`src/rtl/j68_pkg.sv`:
```
// ----------------------------------------------------------------------------
// j68_pkg
// Shared definitions for the J68 microcode sequencer: microcode address
// width, the address type, the opcode field encodings and a wrapping
// increment helper.
// No ports (package).
// ----------------------------------------------------------------------------
package j68_pkg;

    localparam int UPC_W = 11;

    typedef logic [UPC_W-1:0] upc_t;

    // Opcode field inst[19:17]; any encoding not listed falls through
    // to sequential execution.
    localparam logic [2:0] OP_LOOP = 3'd0;
    localparam logic [2:0] OP_CALL = 3'd1;
    localparam logic [2:0] OP_JMPC = 3'd2;
    localparam logic [2:0] OP_JMP  = 3'd3;
    localparam logic [2:0] OP_DISP = 3'd4;

    // Microcode addresses wrap at the top of the 2K space.
    function automatic upc_t upc_inc(input upc_t a);
        return a + upc_t'(1);
    endfunction

endpackage

```
`src/rtl/j68_useq_if.sv`:
```
// ----------------------------------------------------------------------------
// j68_useq_if
// Bundles the sequencer's core-side signals: enables, ROM data, condition,
// decode address, loop-unit handshake and the sequencer outputs.
// Modports:
//   slave  - the sequencer (consumes ROM/loop inputs, drives rom_addr etc.)
//   master - the surrounding core / ROM / loop unit
// Signals:
//   clk_ena, stall       clock enable and bus wait
//   inst_in[19:0]        ROM data for the current upc
//   cond                 selected condition flag for JMPC
//   dec_addr[10:0]       decode-ROM entry address for DISPATCH
//   loop_branch/skip/pc  loop-unit redirect, zero-count skip, loop start
//   rom_addr[10:0]       ROM read address (next PC when advancing)
//   pc_out[10:0]         upc+1 of the current instruction
//   i_fetch              current word consumed this cycle
//   stk_err              sticky return-stack error
// ----------------------------------------------------------------------------
interface j68_useq_if;
    import j68_pkg::*;

    logic        clk_ena;
    logic        stall;
    logic [19:0] inst_in;
    logic        cond;
    upc_t        dec_addr;
    logic        loop_branch;
    logic        loop_skip;
    upc_t        loop_pc;
    upc_t        rom_addr;
    upc_t        pc_out;
    logic        i_fetch;
    logic        stk_err;

    modport slave (
        input  clk_ena, stall, inst_in, cond, dec_addr,
               loop_branch, loop_skip, loop_pc,
        output rom_addr, pc_out, i_fetch, stk_err
    );

    modport master (
        output clk_ena, stall, inst_in, cond, dec_addr,
               loop_branch, loop_skip, loop_pc,
        input  rom_addr, pc_out, i_fetch, stk_err
    );

endinterface

```
`src/rtl/j68_useq_stack.sv`:
```
// ----------------------------------------------------------------------------
// j68_useq_stack
// Return-address LIFO, DEPTH entries of UPC_W bits. Implemented as a circular
// buffer so a push while full simply overwrites the oldest entry.
// Ports:
//   clk, rst_n   clock, asynchronous active-low reset
//   push         write push_data on top (wraps over oldest when full)
//   pop          remove top entry (ignored when empty)
//   push_data    return address to store
//   top_data     current top entry
//   empty, full  occupancy flags
// ----------------------------------------------------------------------------
module j68_useq_stack
    import j68_pkg::*;
#(
    parameter int DEPTH = 4
) (
    input  logic clk,
    input  logic rst_n,
    input  logic push,
    input  logic pop,
    input  upc_t push_data,
    output upc_t top_data,
    output logic empty,
    output logic full
);

    localparam int PW = $clog2(DEPTH);
    localparam int CW = PW + 1;

    logic [PW-1:0] sp_q, sp_d;
    logic [CW-1:0] cnt_q, cnt_d;
    upc_t          mem_q [DEPTH];

    // sp points at the next free slot; with DEPTH a power of two the
    // pointer wraps naturally, and when full it lands on the oldest entry.
    assign empty    = (cnt_q == '0);
    assign full     = (cnt_q == CW'(DEPTH));
    assign top_data = mem_q[sp_q - PW'(1)];

    always_comb begin
        sp_d  = sp_q;
        cnt_d = cnt_q;
        if (push) begin
            sp_d = sp_q + PW'(1);
            if (!full) begin
                cnt_d = cnt_q + CW'(1);
            end
        end else if (pop && !empty) begin
            sp_d  = sp_q - PW'(1);
            cnt_d = cnt_q - CW'(1);
        end
    end

    always_ff @(posedge clk or negedge rst_n) begin
        if (!rst_n) begin
            sp_q  <= '0;
            cnt_q <= '0;
        end else begin
            sp_q  <= sp_d;
            cnt_q <= cnt_d;
        end
    end

    // Storage needs no reset: occupancy is tracked by cnt_q.
    always_ff @(posedge clk) begin
        if (push) begin
            mem_q[sp_q] <= push_data;
        end
    end

endmodule

```
`src/rtl/j68_useq.sv`:
```
// ----------------------------------------------------------------------------
// j68_useq
// Microcode sequencer for the J68 core. Drives the synchronous microcode ROM
// address and resolves sequential flow, jumps, conditional jumps, call/return
// through a small return stack, decode dispatch and loop-unit redirects.
// Ports:
//   clk     CPU clock
//   rst_n   asynchronous active-low reset
//   bus     j68_useq_if.slave: enables, ROM data, cond, dec_addr, loop unit
//           inputs; rom_addr, pc_out, i_fetch, stk_err outputs
// ----------------------------------------------------------------------------
module j68_useq
    import j68_pkg::*;
#(
    parameter upc_t RST_ADDR  = 11'd0,
    parameter int   STK_DEPTH = 4
) (
    input  logic         clk,
    input  logic         rst_n,
    j68_useq_if.slave    bus
);

    upc_t upc_q, upc_d;
    logic v_q, v_d;
    logic stk_err_q, stk_err_d;

    logic       adv;
    upc_t       pc_nxt;
    upc_t       upc_plus1;
    logic [2:0] opcode;
    upc_t       target;
    logic       push_req;
    logic       pop_req;
    logic       err_set;
    upc_t       stk_top;
    logic       stk_empty;
    logic       stk_full;
    logic       unused_inst_bits;

    assign unused_inst_bits = ^bus.inst_in[16:12];

    // v marks that inst_in holds the word for upc; it stays low for the first
    // enabled cycle after reset while the ROM produces its first word.
    assign adv       = bus.clk_ena & ~bus.stall & v_q;
    assign upc_plus1 = upc_inc(upc_q);
    assign opcode    = bus.inst_in[19:17];
    assign target    = bus.inst_in[10:0];

    // Next-PC selection. A loop-unit branch overrides the opcode entirely,
    // including any stack side effect of CALL/RET.
    always_comb begin
        pc_nxt   = upc_plus1;
        push_req = 1'b0;
        pop_req  = 1'b0;
        err_set  = 1'b0;
        if (bus.loop_branch) begin
            pc_nxt = bus.loop_pc;
        end else begin
            case (opcode)
                OP_LOOP: pc_nxt = bus.loop_skip ? upc_inc(target) : upc_plus1;
                OP_CALL: begin
                    push_req = 1'b1;
                    err_set  = stk_full;
                    pc_nxt   = target;
                end
                OP_JMPC: pc_nxt = bus.cond ? target : upc_plus1;
                OP_JMP: begin
                    if (bus.inst_in[11]) begin
                        if (stk_empty) begin
                            pc_nxt  = RST_ADDR;
                            err_set = 1'b1;
                        end else begin
                            pop_req = 1'b1;
                            pc_nxt  = stk_top;
                        end
                    end else begin
                        pc_nxt = target;
                    end
                end
                OP_DISP: pc_nxt = bus.dec_addr;
                default: pc_nxt = upc_plus1;
            endcase
        end
    end

    // ROM has one cycle of latency, so presenting pc_nxt now makes any
    // redirect bubble-free; when not advancing the ROM re-reads upc.
    assign bus.rom_addr = adv ? pc_nxt : upc_q;
    assign bus.pc_out   = upc_plus1;
    assign bus.i_fetch  = adv;
    assign bus.stk_err  = stk_err_q;

    always_comb begin
        upc_d     = adv ? pc_nxt : upc_q;
        v_d       = v_q | (bus.clk_ena & ~bus.stall);
        stk_err_d = stk_err_q | (adv & err_set);
    end

    always_ff @(posedge clk or negedge rst_n) begin
        if (!rst_n) begin
            upc_q     <= RST_ADDR;
            v_q       <= 1'b0;
            stk_err_q <= 1'b0;
        end else begin
            upc_q     <= upc_d;
            v_q       <= v_d;
            stk_err_q <= stk_err_d;
        end
    end

    j68_useq_stack #(
        .DEPTH (STK_DEPTH)
    ) u_stack (
        .clk       (clk),
        .rst_n     (rst_n),
        .push      (adv & push_req),
        .pop       (adv & pop_req),
        .push_data (upc_plus1),
        .top_data  (stk_top),
        .empty     (stk_empty),
        .full      (stk_full)
    );

endmodule

```
`src/flat_wrapper.sv`:
```
// flat-port wrapper written by rule: the top's interface ports become plain ports
module j68_useq_flat import j68_pkg::*;
#(
    parameter upc_t RST_ADDR  = 11'd0,
    parameter int   STK_DEPTH = 4
)
  (clk, rst_n, bus_clk_ena, bus_stall, bus_inst_in, bus_cond, bus_dec_addr, bus_loop_branch, bus_loop_skip, bus_loop_pc, bus_rom_addr, bus_pc_out, bus_i_fetch, bus_stk_err);
  j68_useq_if bus_i ();
  input  logic clk;
  input  logic rst_n;
  input wire logic [$bits(bus_i.clk_ena)-1:0] bus_clk_ena;
  input wire logic [$bits(bus_i.stall)-1:0] bus_stall;
  input wire logic [$bits(bus_i.inst_in)-1:0] bus_inst_in;
  input wire logic [$bits(bus_i.cond)-1:0] bus_cond;
  input wire logic [$bits(bus_i.dec_addr)-1:0] bus_dec_addr;
  input wire logic [$bits(bus_i.loop_branch)-1:0] bus_loop_branch;
  input wire logic [$bits(bus_i.loop_skip)-1:0] bus_loop_skip;
  input wire logic [$bits(bus_i.loop_pc)-1:0] bus_loop_pc;
  output wire logic [$bits(bus_i.rom_addr)-1:0] bus_rom_addr;
  output wire logic [$bits(bus_i.pc_out)-1:0] bus_pc_out;
  output wire logic [$bits(bus_i.i_fetch)-1:0] bus_i_fetch;
  output wire logic [$bits(bus_i.stk_err)-1:0] bus_stk_err;
  assign bus_i.clk_ena = bus_clk_ena;
  assign bus_i.stall = bus_stall;
  assign bus_i.inst_in = bus_inst_in;
  assign bus_i.cond = bus_cond;
  assign bus_i.dec_addr = bus_dec_addr;
  assign bus_i.loop_branch = bus_loop_branch;
  assign bus_i.loop_skip = bus_loop_skip;
  assign bus_i.loop_pc = bus_loop_pc;
  assign bus_rom_addr = bus_i.rom_addr;
  assign bus_pc_out = bus_i.pc_out;
  assign bus_i_fetch = bus_i.i_fetch;
  assign bus_stk_err = bus_i.stk_err;
  j68_useq #(.RST_ADDR(RST_ADDR), .STK_DEPTH(STK_DEPTH)) u_core (.clk(clk), .rst_n(rst_n), .bus(bus_i));
endmodule
```
`config.mk`:
```
export PLATFORM = sky130hd
export DESIGN_NAME = j68_useq_flat
export DESIGN_NICKNAME = d
export VERILOG_FILES = /design/src/rtl/j68_pkg.sv /design/src/rtl/j68_useq_if.sv /design/src/rtl/j68_useq_stack.sv /design/src/rtl/j68_useq.sv /design/src/flat_wrapper.sv
export SDC_FILE = /design/constraint.sdc
export NUM_CORES = 1
export LEC_CHECK = 0
export BUFFER_PORTS_ARGS = -buffer_cell sky130_fd_sc_hd__buf_4
export CORE_ASPECT_RATIO = 1.25
export CORE_MARGIN = 2
export CORE_UTILIZATION = 53
export CTS_BUF_LIST = sky130_fd_sc_hd__clkbuf_16
export DETAILED_ROUTE_END_ITERATION = 6
export MAX_ROUTING_LAYER = met4
export PLACE_DENSITY = 0.8
export SYNTH_ARGS = -nofsm -noshare
export SYNTH_HDL_FRONTEND = slang
export SYNTH_SLANG_ARGS = --single-unit
```
`constraint.sdc`:
```
create_clock -name clk -period 3.35 [get_ports clk]
set_input_delay 0.1675 -clock clk [delete_from_list [all_inputs] [get_ports clk]]
set_output_delay 0.1675 -clock clk [all_outputs]
set_load 0.01 [all_outputs]
```
==> out/metrics.cfg, run 1 <==
[grt]
grt_max_degree=19
grt_pass1_wl_microns=12900
grt.overflow.total=0
antenna_found_initial=0
grt_pass1_vias=2496
grt_usage_pct=26.4

[min_path]
hold_path_class=primary input to flop
holdPathEnd=u_core.v_q
holdCritStartpoint=bus_clk_ena
hold_depth=2

[cts]
root_buffer=clkbuf_16
ctsHoldBuffers=1
cts_tree=built
clock-sinks=62
ctsResizeCount=0
clk_pin_slew_worst_paths_ps=60
htree_num_levels=3
cts_buffer_depth=2
clock_latency_ps=330
postCtsSetupRepairBufs=0
cts_buffers=9

[drt]
drt_wl_total_microns=8420
via_per_inst=6.00
drtPass1Iterations=4
wl_per_cell_microns=19.5
ant_nets=0
drcViolationCount=0
drt_iter0_drc=203
vias=2594

[synth]
synth_fa_ha_area_share_pct=2.84
yosys-top-cells-area=edfxtp_1, dfrtp_1, mux4_2, a221o_1, o21ai_0
yosysSeqAreaShare_pct=52.9
yosysTopAreaCell=edfxtp_1
synth_cells=277
synth_edf_count=44
synth_top_area_share_pct=39.4
muxShareOfSynthArea_pct=8.40
yosys_warnings=0
async_flop_share_pct=29.0
synthesis.area_sq_um=3350
synthFlopType=edfxtp_1
yosys.area_share.simple_pct=11.3
synth_compound_area_share_pct=16.2
synth_top_family_by_area=compound AO/OA/AOI/OAI gates
synth-seq-cells=62
synth_fp_nets=333
synthDistinctLibCells=51
avgSynthCellArea_sq_um=12.1
yosys.area_share.xor_xnor_pct=4.71

[critical_path]
cp_slowest_cell=ha_1
cpPeakStageDelay_ps=620
crit_buf_inv=2
critPathKind=flop to primary output
crit_required_ps=3180
worst-r2r-cell-count=6
critical-path-top-delay-family=compound AO/OA/AOI/OAI gates
crit_arrival_ps=2890
cp_max_fo=12
r2r-start=u_core.u_stack.sp_q[1]
start_kind=flop
end_kind=primary output
reg2reg_slack_ps=800
regToRegEndpoint=u_core.upc_q[0]
worstPathCellList=inv_1 > ha_1 > mux4_1 > a221o_1 > a221oi_1 > o22ai_1 > buf_4

[power_and_ir_drop]
worst_ir_drop_vdd_mv=0.442
p_leak_nw=1.62
power_density_nw_per_um2=645

[sta]
holdWs_ps=52.0
fin_tns_setup_ps=0
maxSlewViolCount=0
rsz0062_at_grt=false
finalCritPeriodShare_pct=91.4
tightestPinTransition_ps=630
max_slew_margin_pct=57.7
period_minus_slack_ps=3060
finalHoldViolCount=0
setup-violations-final=0
max_freq_ghz=0.327
skew_ps=8.56

[floorplanning]
start_util_pct=54.7
die_w_microns=75.1
coreArea_sq_um=6130
die-height_microns=92.9
rows=32
ios=73
dieArea_sq_um=6980

[placed_design]
dp_hpwl_microns=5810
place_inst=415
place_congestion=0.874
port_buffers=67

[layout]
multi_input_area_sq_um=1460
n_fill_cell=450
layout-drive-gt1-share_pct=29.4
final_cells=432
layout.nets=398
syn2layout_area_growth_pct=25.3
n_antenna_cell=0
regArea_sq_um=1770

[status]
status=finished, final reports clean

[job]
max_cap_violations=0

## report_power, final
| group | internal [mW] | total (mW) | switching, mW |
|---|---|---|---|
| Clock | 0.584 | 0.943 | 0.359 |
| Sequential | 0.918 | 0.984 | 0.0654 |
| Combinational | 0.367 | 0.782 | 0.415 |
## metal layers
metal / vias to the layer above / GRT usage (%) / routed length [microns]
met4: 0 / 10.7 / 228
met2: 102 / 39.7 / 4080
met5: - / - / 0
met3: 20 / 5.66 / 529
met1: 1264 / 34.9 / 3580
li1: 1208 / - / -
## kinds of logic after synthesis
| kind of cell | count (synthesis) |
|---|---|
| buf+inv | 25 |
| xor+xnor | 18 |
| compound gates | 77 |
| mux | 13 |
| fa+ha+maj | 7 |
| simple gates | 75 |
| flops | 62 |
## placed cells by master (no fill, tap or decap), types with 3 or more instances in the layout
cell	Yosys	routed
buf_4	1	68
edfxtp_1	44	44
nand2_1	24	24
o21ai_0	18	18
dfrtp_1	18	18
a21oi_1	16	16
nor2_1	12	12
xnor2_1	10	10
inv_1	10	10
a221o_1	9	9
clkbuf_16	0	9
xor2_1	8	8
mux4_2	8	8
or3_1	7	7
nand3_1	6	6
ha_1	6	6
and3_1	5	5
nor3_1	5	5
a221oi_1	5	5
a22oi_1	5	5
o22ai_1	4	4
nor4_1	3	3
nand3b_1	3	3
mux4_1	3	3
a31oi_1	3	3
clkinv_4	0	3
## state kept, by name, summed over array words and instances (netlist names)
register,count
u_core.v_q,1
u_core.bus.stk_err,1
u_core.u_stack.cnt_q,3
u_core.u_stack.mem_q,44
u_core.u_stack.sp_q,2
u_core.upc_q,11
## area by class of cell
type,count,share of cell area (%)
flip-flops and latches,62,42.2
well taps,85,2.53
inverters,10,0.894
repair buffers,69,12.4
clock inverters,7,1.94
multi-input cells,190,34.7
clock buffers,9,5.37
## worst max path at each step
stage                     slack [ps]                    from  depth (start not counted)         endpoint
after floorplan                  810  u_core.u_stack.sp_q[0]                          8  bus_rom_addr[0]
after global placement           820  u_core.u_stack.sp_q[1]                          7  bus_rom_addr[0]
after CTS                        280  u_core.u_stack.sp_q[1]                          7  bus_rom_addr[0]
after detailed placement         740  u_core.u_stack.sp_q[1]                          7  bus_rom_addr[9]
after global routing             160  u_core.u_stack.sp_q[1]                          7  bus_rom_addr[0]
final                            290  u_core.u_stack.sp_q[1]                          7  bus_rom_addr[0]
## stage by stage
step	instance area (sq um)	power [mW]	setup slack, ps	util [%]
after floorplan	3350	1.48	813	-
after global placement	3880	1.74	824	63.4
after detailed placement	3880	1.76	743	63.4
after CTS	4200	2.71	278	68.5
after global routing	4200	2.83	160	68.5
final	4200	2.71	288	68.5
## cells in the mapped netlist, drive strengths merged, types with 3 or more instances
| master | number |
|---|---|
| buf | 6 |
| o22ai | 4 |
| and3 | 5 |
| or2 | 3 |
| nor3 | 5 |
| xor2 | 8 |
| nor2 | 12 |
| a22oi | 5 |
| inv | 10 |
| mux4 | 11 |
| xnor2 | 10 |
| or3 | 7 |
| dfrtp | 18 |
| nand3 | 6 |
| nor4 | 3 |
| nand3b | 3 |
| nand2 | 24 |
| a21oi | 17 |
| o21ai | 19 |
| ha | 6 |
| clkbuf | 9 |
| a221o | 9 |
| a31oi | 3 |
| edfxtp | 44 |
| a221oi | 7 |
(Power assumes the default switching activity.)
==> run 2, diff against run 1 <==
CAP_MARGIN = 0   (was not set)
CORE_ASPECT_RATIO = 1.5   (was 1.25)
==> out/metrics.cfg, run 2 (same netlist as run 1, synthesis figures left out) <==
[cts]
cts_buffers=9  ; unchanged
cts_tree=built  ; unchanged
ctsResizeCount=0  ; unchanged
htree_num_levels=3  ; unchanged
ctsHoldBuffers=1  ; unchanged
postCtsSetupRepairBufs=0  ; unchanged
clock-sinks=62  ; unchanged
root_buffer=clkbuf_16  ; unchanged
cts_buffer_depth=2  ; unchanged
clock_latency_ps=320  ; was 330 ps
clk_pin_slew_worst_paths_ps=50  ; was 60 ps

[critical_path]
reg2reg_slack_ps=910  ; was 800 ps
crit_required_ps=3180  ; about the same
worstPathCellList=inv_1 > ha_1 > mux4_1 > a221o_1 > a221oi_1 > o211ai_1 > buf_4  ; was inv_1 > ha_1 > mux4_1 > a221o_1 > a221oi_1 > o22ai_1 > buf_4
cp-startpoint=u_core.u_stack.sp_q[1]  ; unchanged
start_kind=flop  ; unchanged
cp_slowest_cell=ha_1  ; unchanged
cp_max_fo=12  ; unchanged
critPathKind=flop to primary output  ; unchanged
end_kind=primary output  ; unchanged
crit_arrival_ps=2760  ; was 2890 ps
cpPeakStageDelay_ps=600  ; was 620 ps
r2r-start=u_core.v_q  ; was u_core.u_stack.sp_q[1]

[placed_design]
dpl_cell_area_sq_um=3870  ; was 3880 sq um
dp_hpwl_microns=5870  ; was 5810 microns
place_inst=404  ; was 415
port_buffers=67  ; unchanged
dp_slack_ps=755  ; was 743 ps
place_congestion=0.928  ; was 0.874

[layout]
final_core_util_pct=68.3  ; was 68.5%
final_area_sq_um=4190  ; was 4200 sq um
final_cells=421  ; was 432
syn2layout_area_growth_pct=25.0  ; was 25.3%
largest_reg_flops=44  ; unchanged
regMostFlops=u_core.u_stack.mem_q  ; unchanged
reg_top3=u_core.u_stack.mem_q x44, u_core.upc_q x11, u_core.u_stack.cnt_q x3  ; unchanged
layout_commonest_cell=buf_4  ; unchanged
final_cell_mix=buf_4, edfxtp_1, nand2_1  ; unchanged
layout.nets=398  ; unchanged
layout-drive-gt1-share_pct=29.4  ; unchanged
n_antenna_cell=0  ; unchanged

[grt]
grt_pass1_vias=2454  ; was 2496
grt.overflow.total=0  ; unchanged
antenna_found_initial=0  ; unchanged
grt_usage_pct=25.6  ; was 26.4%
grt_pass1_wl_microns=12400  ; was 12900 microns
grt_max_degree=19  ; unchanged

[drt]
wl_met3_microns=569  ; was 529 microns
via_per_inst=6.17  ; was 6.00
top_layer=met4  ; unchanged
drt_wl_total_microns=8100  ; was 8420 microns
dr_wl_met2_microns=3910  ; was 4080 microns
drcViolationCount=0  ; unchanged
wl_per_cell_microns=19.2  ; was 19.5 microns
drtPass1Iterations=5  ; was 4
vias=2599  ; was 2594
met1_length_microns=3410  ; was 3580 microns
ant_nets=0  ; unchanged
drt_iter0_drc=220  ; was 203

[sta]
maxSlewViolCount=0  ; unchanged
fin_tns_setup_ps=0  ; unchanged
tightestPinTransition_ps=637  ; was 630 ps
finalHoldViolCount=0  ; unchanged
max_slew_margin_pct=57.4  ; was 57.7%
final.setup.worst_slack_ps=423  ; was 288 ps
setup-violations-final=0  ; unchanged
period_minus_slack_ps=2930  ; was 3060 ps
finalCritPeriodShare_pct=87.4  ; was 91.4%
holdWs_ps=55.1  ; was 52.0 ps
max_freq_ghz=0.342  ; was 0.327 GHz
rsz0062_at_grt=false  ; unchanged
skew_ps=3.62  ; was 8.56 ps

[power_and_ir_drop]
p_leak_nw=1.62  ; about the same
power_mw=2.68  ; was 2.71 mW
power_density_nw_per_um2=641  ; was 645 nW/um^2
worst_ir_drop_vdd_mv=0.456  ; was 0.442 mV

[floorplanning]
die_w_microns=68.9  ; was 75.1 microns
rows=35  ; was 32
die-height_microns=101  ; was 92.9 microns
dieArea_sq_um=6980  ; about the same
coreArea_sq_um=6130  ; about the same
start_util_pct=54.6  ; was 54.7%
ios=73  ; unchanged

[min_path]
hold_path_class=primary input to flop  ; unchanged
holdCritStartpoint=bus_clk_ena  ; unchanged

[job]
max_cap_violations=0  ; unchanged

[status]
status=finished, final reports clean  ; unchanged

## run 2: cell count changes in the layout (fill, tap and decap cells not counted)
cell | previous run | this run
clkinv_4 | 3 | 2
clkinvlp_4 | 1 | 2
inv_6 | 2 | 1
inv_8 | 0 | 1
## run 2: area by class of cell
type | instances | area, sq um
clock buffer | 9 | 225
clock inverter | 7 | 82.6
fill | 441 | 1950
inverter | 10 | 37.5
multi-input combinational | 190 | 1460
sequential | 62 | 1770
tap | 74 | 92.6
timing repair buffer | 69 | 520
## run 2: worst paths after layout
kind	depth (start not counted)	end
worst max-delay path	7	bus_rom_addr[9]
worst min-delay path	2	u_core.v_q
worst max register to register	5	u_core.u_stack.cnt_q[1]
worst min register to register	1	u_core.v_q
max in group asynchronous	2	u_core.upc_q[5]
min in group asynchronous	2	u_core.bus.stk_err
## run 2: routing by layer
layer,up-vias,global-route usage (%)
li1,1211,-
met1,1241,33.9
met2,121,38.0
met3,26,5.89
met4,0,10.6
met5,-,-
## run 2: critical path, delay by kind of cell, from the launching register on
kind / cells / cell delay (ps)
AOI/OAI and AO/OA: 3 / 770
adders and majority gates: 1 / 600
DFF: 1 / 410
muxes: 1 / 380
buffers and inverters: 2 / 280
## run 2: report_power, final
part	total [mW]	switching [mW]	internal [mW]
clock network	0.934	0.349	0.585
logic	0.765	0.398	0.367
registers	0.983	0.0645	0.918
